<file path="src/rtl/load_store_unit.sv">
// rtl/load_store_unit.sv - data-memory stage for lw/lb/lbu/sw/sb with req/ready handshake
// Optional: define LSU_MISALIGN_CHECK_EN to reject word accesses with address[1:0] != 0.
module load_store_unit #(
  parameter int ADDR_WIDTH = 32
) (
  input  logic                  clk,
  input  logic                  rst,
  input  logic                  start,
  input  logic                  memRead,
  input  logic                  memWrite,
  input  logic [2:0]            funct3,
  input  logic [ADDR_WIDTH-1:0] address,
  input  logic [31:0]           writeData,
  output logic                  busy,
  output logic                  done,
  output logic                  error,
  output logic [31:0]           loadData,
  output logic                  memReq,
  output logic                  memWe,
  output logic [ADDR_WIDTH-1:0] memAddr,
  output logic [31:0]           memWdata,
  output logic [3:0]            memWstrb,
  input  logic                  memReady,
  input  logic [31:0]           memRdata
);

  typedef enum logic [1:0] {IDLE, REQ, RESP} state_t;

  state_t      state, state_next;
  logic [2:0]  funct3_q;
  logic [1:0]  lane_q;
  logic        err_q;
  logic        accept;
  logic        access_ok;
  logic [7:0]  lane_byte;
  logic [31:0] load_ext;

  assign busy   = (state != IDLE);
  assign memReq = (state == REQ);
  assign done   = (state == RESP);
  assign error  = (state == RESP) && err_q;
  assign accept = (state == IDLE) && start && (memRead || memWrite);

  // memWrite takes priority, so an lbu encoding with memWrite set is a bad store
  always_comb begin
    access_ok = (funct3 == 3'b000) || (funct3 == 3'b010) ||
                ((funct3 == 3'b100) && !memWrite);
`ifdef LSU_MISALIGN_CHECK_EN
    if ((funct3 == 3'b010) && (address[1:0] != 2'b00)) begin
      access_ok = 1'b0;
    end
`else
`endif
  end

  always_comb begin
    state_next = state;
    case (state)
      IDLE: if (accept) state_next = access_ok ? REQ : RESP;
      REQ:  if (memReady) state_next = RESP;
      RESP: state_next = IDLE;
      default: state_next = IDLE;
    endcase
  end

  always_comb begin
    lane_byte = 8'h00;
    case (lane_q)
      2'd0: lane_byte = memRdata[7:0];
      2'd1: lane_byte = memRdata[15:8];
      2'd2: lane_byte = memRdata[23:16];
      2'd3: lane_byte = memRdata[31:24];
      default: lane_byte = 8'h00;
    endcase
    case (funct3_q)
      3'b000:  load_ext = {{24{lane_byte[7]}}, lane_byte};
      3'b100:  load_ext = {24'h000000, lane_byte};
      default: load_ext = memRdata;
    endcase
  end

  always_ff @(posedge clk) begin
    if (rst) begin
      state    <= IDLE;
      funct3_q <= 3'b000;
      lane_q   <= 2'b00;
      err_q    <= 1'b0;
      loadData <= 32'h0;
      memWe    <= 1'b0;
      memAddr  <= '0;
      memWdata <= 32'h0;
      memWstrb <= 4'b0000;
    end else begin
      state <= state_next;
      if (accept) begin
        funct3_q <= funct3;
        lane_q   <= address[1:0];
        err_q    <= !access_ok;
        // Rejected accesses leave the memory-side outputs untouched
        if (access_ok) begin
          memAddr <= {address[ADDR_WIDTH-1:2], 2'b00};
          memWe   <= memWrite;
          if (!memWrite) begin
            memWdata <= 32'h0;
            memWstrb <= 4'b0000;
          end else if (funct3 == 3'b010) begin
            memWdata <= writeData;
            memWstrb <= 4'b1111;
          end else begin
            memWdata <= {4{writeData[7:0]}};
            memWstrb <= 4'b0001 << address[1:0];
          end
        end
      end
      if ((state == REQ) && memReady && !memWe) begin
        loadData <= load_ext;
      end
    end
  end

endmodule
</file>
<file path="config.mk">
export PLATFORM = sky130hd
export DESIGN_NAME = load_store_unit
export DESIGN_NICKNAME = d
export VERILOG_FILES = /design/src/rtl/load_store_unit.sv
export SDC_FILE = /design/constraint.sdc
export NUM_CORES = 1
export LEC_CHECK = 0
export BUFFER_PORTS_ARGS = -buffer_cell sky130_fd_sc_hd__buf_2
export CORE_MARGIN = 1
export CORE_UTILIZATION = 30
export CTS_CLUSTER_SIZE = 30
export DETAILED_ROUTE_END_ITERATION = 6
export PLACE_DENSITY_LB_ADDON = 0.15
export SYNTH_ARGS = -nofsm -noshare
export SYNTH_HDL_FRONTEND = slang
export SYNTH_SLANG_ARGS = --single-unit
</file>
<file path="constraint.sdc">
create_clock -name clk -period 1.4 [get_ports clk]
set_input_delay 0 -clock clk [delete_from_list [all_inputs] [get_ports clk]]
set_output_delay 0 -clock clk [all_outputs]
set_load 0.01 [all_outputs]
</file>
## After elaboration in Yosys (flattened, before gate mapping)

Cells that the tools add are included.

- Register bits after elaboration: 107
- Input port bits: 105
- Output and inout port bits: 105

- Equal/unequal tests: 10
- Shift operators: 1
- Multiplexer cells: 10
- Reductions and logical operators: 19

Operators with widths:

| kind | number |
|---|---|
| 32-bit 2-to-1 mux | 2 |
| 32-bit one-hot mux with 2 select lines | 1 |
| 8-bit one-hot mux with 4 select lines | 1 |
| 4-bit 2-to-1 mux | 2 |
| 2-bit == test (second input constant) | 3 |
| 3-bit == test (second input constant) | 2 |
| 1-bit logical AND | 6 |
| 3-bit zero test | 2 |
| 2-bit 2-to-1 mux | 3 |
| 2-bit by 1-bit == test with 1-bit output (second input constant) | 2 |
| 2-bit zero test | 2 |
| 2-bit one-hot mux with 2 select lines | 1 |
| 2-bit AND reduction | 2 |
| 1-bit by 2-bit left shift with 4-bit output (first input constant) | 1 |
| 3-bit by 2-bit == test with 1-bit output (second input constant) | 1 |
| 1-bit zero test | 3 |
| 1-bit logical OR | 3 |
| 2-bit by 1-bit != test with 1-bit output (second input constant) | 1 |
| 2-bit != test (second input constant) | 1 |
| 2-bit nonzero test | 1 |

## Longest topological paths before layout

Gate-level depths: netlist (run 1).

- Word-level depth: 6
- Mapped depth: 7

## Worst setup path after synthesis (run 1)

Ideal clock, no wire load.

- Path type: register to register
- From: register lane_q[0]
- To: register loadData[11]
- Data arrival time: 1.346 ns
- Required time: 1.280 ns
- Setup slack: -0.066 ns
- Cell stages (with the launch flop): 8
- Buffers on the path: 3
- Clock period less this slack: 1.466 ns
- Path through: dfxtp_1 -> buf_6 -> mux2i_1 -> mux2i_1 -> and3_1 -> buf_6 -> buf_6 -> a211o_1

- Cells in the longest elaborated chain, start to end: 3

Ends and longest elaborated chain:

| item | RTL line | text |
|---|---|---|
| start: declaration | 31 | `logic [1:0] lane_q;` |
| start signal: assignment | 97 | `lane_q <= address[1:0];` |
| 2-bit == test (tied with other cells) | 68 | `case (lane_q)` |
| 8-bit one-hot mux with 4 select lines (*) | 68 |  |
| 32-bit one-hot mux with 2 select lines (*) | 75 | `case (funct3_q)` |
| end signal: assignment | 116 | `loadData <= load_ext;` |
| end: declaration | 17 | `output logic [31:0] loadData,` |

Every way passes the cells marked *; elsewhere a longest branch is shown, timed or not.
A chain may end at the register's enable or synchronous reset.

## Worst setup path after layout (run 1)

- From: register state[1]
- To: register memWdata[9]

- Cells in the longest elaborated chain, start to end: 4

Ends and longest elaborated chain:

| item | RTL line | text |
|---|---|---|
| start: declaration | 29 | `state_t state, state_next;` |
| start signal: assignment | 94 | `state <= state_next;` |
| 2-bit zero test | 42 | `assign accept = (state == IDLE) && start && (memRead \|\| memWrite);` |
| 1-bit logical AND (2 in series) | 42 |  |
| 2-bit AND reduction (no source line) | - |  |
| end signal: assignment | 107 | `memWdata <= writeData;` |
| end signal: assignment | 110 | `memWdata <= {4{writeData[7:0]}};` |
| end: declaration | 21 | `output logic [31:0] memWdata,` |

No other way between the ends.

==> reports/qor.csv, run 1 <==
metric,value,unit
outcome,"finished, violations left",
violations,"negative hold slack, negative setup slack",
highest_layer,met5,
ant_nets,0,
nets,945,
wl_met2,8320,um
avgViaCountPerCell,4.89,
max_cap_violations,0,
slew_headroom,52.6,%
post-route-util,54.4,%
clkTransAtPathRegs,0.07,ns
endpoint_kind,register,
path_max_fanout,7,
cts_tree,done,
whs,-0.00253,ns
hold_path.class,in2reg,
cellPowerDensity,960,nW/um2
routedWlPerCell,16.2,um
portBuffers,207,
cts_root_buf,clkbuf_16,
min_period,1.60,ns
syn_inst,517,
crit_path_end,memWdata[9],
dp.final_hpwl,9980,um
synthFlopType,dfxtp_1,
antenna_found_initial,2,
maxSlewViolCount,0,
drt-total-wl,16600,um
final_cell_mix,"buf_2, dfxtp_1, a21oi_1",
clock_skew,0.00669,ns
grt_pass1_vias,4895,
drcViolationCount,0,
fp.dieW,123,um
r2r.worst_path.cells,8,
cts_made_buffers,9,
vias,5006,
vdd_drop_max,0.768,mV
dp_cells,888,
setup_viol,101,
routabilityCongestion,0.756,
r2r-end,memWdata[9],
final-hold-violation-count,1,
synth_seq_cells,107,
initial_core_util,31.3,%
power.leakage,0.00367,uW
die_area,15200,um2
clock_latency,0.35,ns
grt_pass1_wl,24200,um
h-tree-depth,3,
synth-seq-area-share,48.5,%
yosysWarnings,0,
final_common_cell,buf_2,
cts_num_sinks,107,
tightest_slew,0.709,ns
async_flop_share,0,%
area_delta_synth_final,73.6,%
crit_start,state[1],
core,14100,um2
synth_edf_count,0,
overflow,0,
num_rows,43,
start_kind,register,
wl_met3,1140,um
min_period_over_period,114,%
worstSetupPathType,reg2reg,
fmax,627,MHz
ff2ff_setup_slack,-0.20,ns
setup_ws,-0.196,ns
cts_buffer_depth,2,
groute.usage.overall,20.5,%
drt_iter0_drc,288,
grt_max_degree,46,
setup_tns,-11.61,ns
ys_types,35,
instances_no_fill,1024,
crit_required,1.69,ns
drive_gt1_share,39.0,%
dr.pass1.iters,4,
reg2reg_from,state[1],
fp.dieH,123,um
cp.arrival,1.89,ns
syn_area_per_cell,8.54,um2
rsz0062_at_grt,true,
syn-cell-area,4420,um2
io_pins,210,
wl_met1,6830,um
## worst min-delay path by stage
stage                            from           to  cells past startpoint
after floorplan           address[10]  memAddr[10]                      2
after global placement    address[19]  memAddr[19]                      3
after detailed placement  address[28]  memAddr[28]                      3
after CTS                 memRdata[9]  loadData[9]                      3
after global routing      memRdata[9]  loadData[9]                      3
final                     memRdata[8]  loadData[8]                      3
## Yosys cell counts (all sizes together), types with 2 or more instances
library cell	count	share of area (%)
a21oi	123	14
dfxtp	107	48
nand2	90	7.6
and3	26	3.7
buf	26	4.4
a211o	24	4.8
clkbuf	22	1.9
mux2i	15	3.4
nor2	13	1.1
nand3	10	1.1
nor3	9	1.0
o21ai	9	1.0
nand2b	8	1.1
o2bb2ai	7	1.4
nor2b	5	0.71
inv	3	0.25
o211ai	3	0.51
or2	3	0.42
and2	2	0.28
nor3b	2	0.57
## cell families (layout without fill, tap and decap cells)
family / after synthesis / in the layout / synth area share, %
AOI/OAI and AO/OA: 172 / 172 / 22.8
DFF: 107 / 107 / 48.5
and+or+nand+nor: 171 / 171 / 18.7
buffers and inverters: 51 / 376 / 6.57
other: 1 / 3 / 0.0849
muxes: 15 / 15 / 3.40
## metal layers
metal / vias to the layer above / GRT usage, %
li1: 2454 / -
met1: 2348 / 23.2
met2: 176 / 36.3
met5: - / 0
met4: 2 / 6.70
met3: 26 / 6.64
## stage by stage
step | hold WS, ns | power, uW | cell area (um2) | setup slack, ns
floorplan | 0.136 | 3810 | 4420 | -0.0337
detailed placement | 0.248 | 4260 | 5720 | -0.459
global route | 0.00948 | 7680 | 7670 | -0.254
global placement | 0.239 | 4230 | 5720 | -0.374
finish | -0.00253 | 7360 | 7670 | -0.196
CTS | 0.000546 | 7330 | 7340 | -0.124
## area by class of cell
cell class | count | area, um2
Antenna cell | 1 | 2.50
Clock buffer | 12 | 256
Clock inverter | 2 | 60.1
Fill cell | 1280 | 6430
Inverter | 3 | 11.3
Multi-Input combinational cell | 360 | 2160
Sequential cell | 107 | 2150
Tap cell | 180 | 225
Timing Repair Buffer | 359 | 2800
## worst max-delay path, cell delays in order, from the launching register on
cell and delay (ns):
dfxtp_2 0.33, buf_6 0.13, nor3b_4 0.23, and4_4 0.29, buf_12 0.15, buf_12 0.14, buf_16 0.12, a21oi_1 0.04
a21oi_1 0.11
## power by group
part           leakage [uW]  switching [uW]  internal (uW)
registers          0.000872            78.2           3180
clock network      0.000155            1090           1650
logic               0.00265             641            719
## state kept, by name (all words and copies together), names as in the netlist
signal    count
loadData     32
memWdata     32
memAddr      30
memWstrb      4
funct3_q      3
lane_q        2
state         2
err_q         1
memWe         1
## repair_timing
item	4_1_cts	5_1_grt
gates cloned	7	8
pin swaps	9	11
hold buffers	93	0
gates resized for setup	25	49
buffers inserted	10	8
endpoints found under the hold margin	93	0
endpoints found under the setup margin	105	109
Power figures use the tool's default switching activity.
==> run 2: changes to the inputs <==
Clock period 1.4 ns to 1.6 ns, I/O delays scaled along.
==> run 2 against run 1 <==
- the run now ends clean
- register-to-register slack better by 0.22 ns
- sequential power down 13%
- die area unchanged
- non-clock buffer count fell by 23
- first-iteration DRC count shrank 14%
- routed wire length decreased by 8.2%
- design area fell by 6.8%
- worst hold slack improved by 0.020 ns
- core utilization fell by 3.7 points
- global-route usage decreased by 1.1 points
- critical path type unchanged
- largest cell class unchanged
- largest power group unchanged
==> reports/qor.csv, run 2 (synthesis gave the netlist of run 1 again) <==
metric,value,unit,change
h-tree-depth,3,,unchanged
dr.pass1.iters,5,,+1
drive_gt1_share,33.3,%,-5.7 points
routabilityCongestion,0.806,,+6.7%
dp_cells,882,,-0.68%
tightest_slew,0.710,ns,+0.00156 ns
final_common_cell,buf_2,,
min_period_over_period,98.5,%,-15 points
cts_root_buf,clkbuf_16,,
cts_num_sinks,107,,unchanged
grt_max_degree,44,,-4.3%
instances_no_fill,1002,,-2.1%
fmax,634,MHz,+1.2%
cellPowerDensity,878,nW/um2,-8.5%
initial_core_util,31.3,%,unchanged
clock_latency,0.36,ns,about the same
path_max_fanout,11,,+4
cts_made_buffers,9,,unchanged
vdd_drop_max,0.437,mV,-43%
reg2reg_from,state[1],,
final-hold-violation-count,0,,-1
avgViaCountPerCell,4.86,,-0.60%
post-route-util,50.7,%,-3.7 points
hold_path.class,in2reg,,
grt_pass1_wl,22800,um,-5.5%
dp.final_hpwl,9930,um,-0.53%
drt-total-wl,15200,um,-8.2%
maxSlewViolCount,0,,unchanged
min_period,1.58,ns,-0.0194 ns
rsz0062_at_grt,true,,
report.power.total,6270,uW,-15%
area_delta_synth_final,61.8,%,
routedWlPerCell,15.2,um,-6.1%
cts_tree,done,,
drcViolationCount,0,,unchanged
drt_iter0_drc,247,,-14%
setup_tns,0,ns,+11.61 ns
pre_cts_slack,-0.254,ns,+0.206 ns
vias,4869,,-2.7%
setup_viol,0,,-100%
grt_pass1_vias,4579,,-6.5%
outcome,finished clean,,
fp.dieH,123,um,unchanged
antenna_found_initial,0,,-2
core,14100,um2,unchanged
ant_nets,0,,unchanged
portBuffers,207,,unchanged
setup_ws,0.0235,ns,+0.219 ns
clock_skew,0.0148,ns,+0.00811 ns
cts_buffer_depth,2,,unchanged
max_cap_violations,0,,unchanged
slew_headroom,52.5,%,-0.10 points
power.leakage,0.00348,uW,-5.2%
final_cell_mix,"buf_2, a21oi_1, dfxtp_1",,
start_kind,register,,
fp.dieW,123,um,unchanged
endpoint_kind,register,,
worstSetupPathType,reg2reg,,
io_pins,210,,unchanged
hold_path.startpoint,memRdata[23],,
crit_required,1.89,ns,+0.20 ns
nets,922,,-2.4%
clkTransAtPathRegs,0.08,ns,about the same
overflow,0,,unchanged
groute.usage.overall,19.5,%,-1.1 points
crit_start,state[1],,
antenna_cells,0,,-1
cp.arrival,1.87,ns,-0.02 ns
num_rows,43,,unchanged
die_area,15200,um2,unchanged
largestRegisters,"loadData x32, memWdata x32, memAddr x30",,
[run 2: cell type report]
class	instances	area, um2
inverters	3	11.3
clock buffers	9	225
clock inverters	7	93.8
well taps	180	225
flip-flops and latches	107	2140
fillers	1332	6950
repair buffers	336	2410
multi-input cells	360	2040
[run 2: final timing paths]
check / to / slack [ns] / cells past startpoint
setup / recovery: memWdata[16] / 0.02 / 7
hold / removal: loadData[23] / 0.02 / 3
setup reg to reg: memWdata[16] / 0.02 / 7
hold reg to reg: memAddr[30] / 0.45 / 2
[run 2: report_power, final]
| part | total, uW | internal [uW] | switching [uW] |
|---|---|---|---|
| clock | 2380 | 1260 | 1120 |
| sequential | 2850 | 2780 | 68.4 |
| combinational | 1050 | 544 | 502 |
| total | 6270 | 4580 | 1690 |
[run 2: metal layers]
metal  GRT usage (%)  part of all wire, %  up-vias
met3            4.66                  6.7       14
met1            24.3                   44     2290
met5               0                    0        -
met4            6.78                  1.3        0
met2            32.6                   48      167
li1                -                    -     2398
[run 2: worst max-delay path, cell delays in order, from the launching register on]
cell and delay (ns):
dfxtp_2 0.32, buf_6 0.13, nor3b_4 0.23, and4_4 0.31, buf_12 0.16, buf_4 0.18
a21oi_1 0.05, a21oi_1 0.12
[run 2: repair_timing]
action                                  in CTS  in global routing
hold endpoints to repair                    97                  0
resized for setup                            4                 11
endpoints found under the setup margin      82                 72
gates cloned                                 1                  4
pin swaps                                    1                  2
hold buffers                                97                  0
buffers inserted                             1                  1
[run 2: per-stage QoR]
stage          cell area [um2]  hold WS, ns
2_1_floorplan             4420        0.136
3_3_place_gp              5660        0.242
3_5_place_dp              5660        0.247
4_1_cts                   7000      0.00705
5_1_grt                   7150       0.0192
6_report                  7150       0.0172
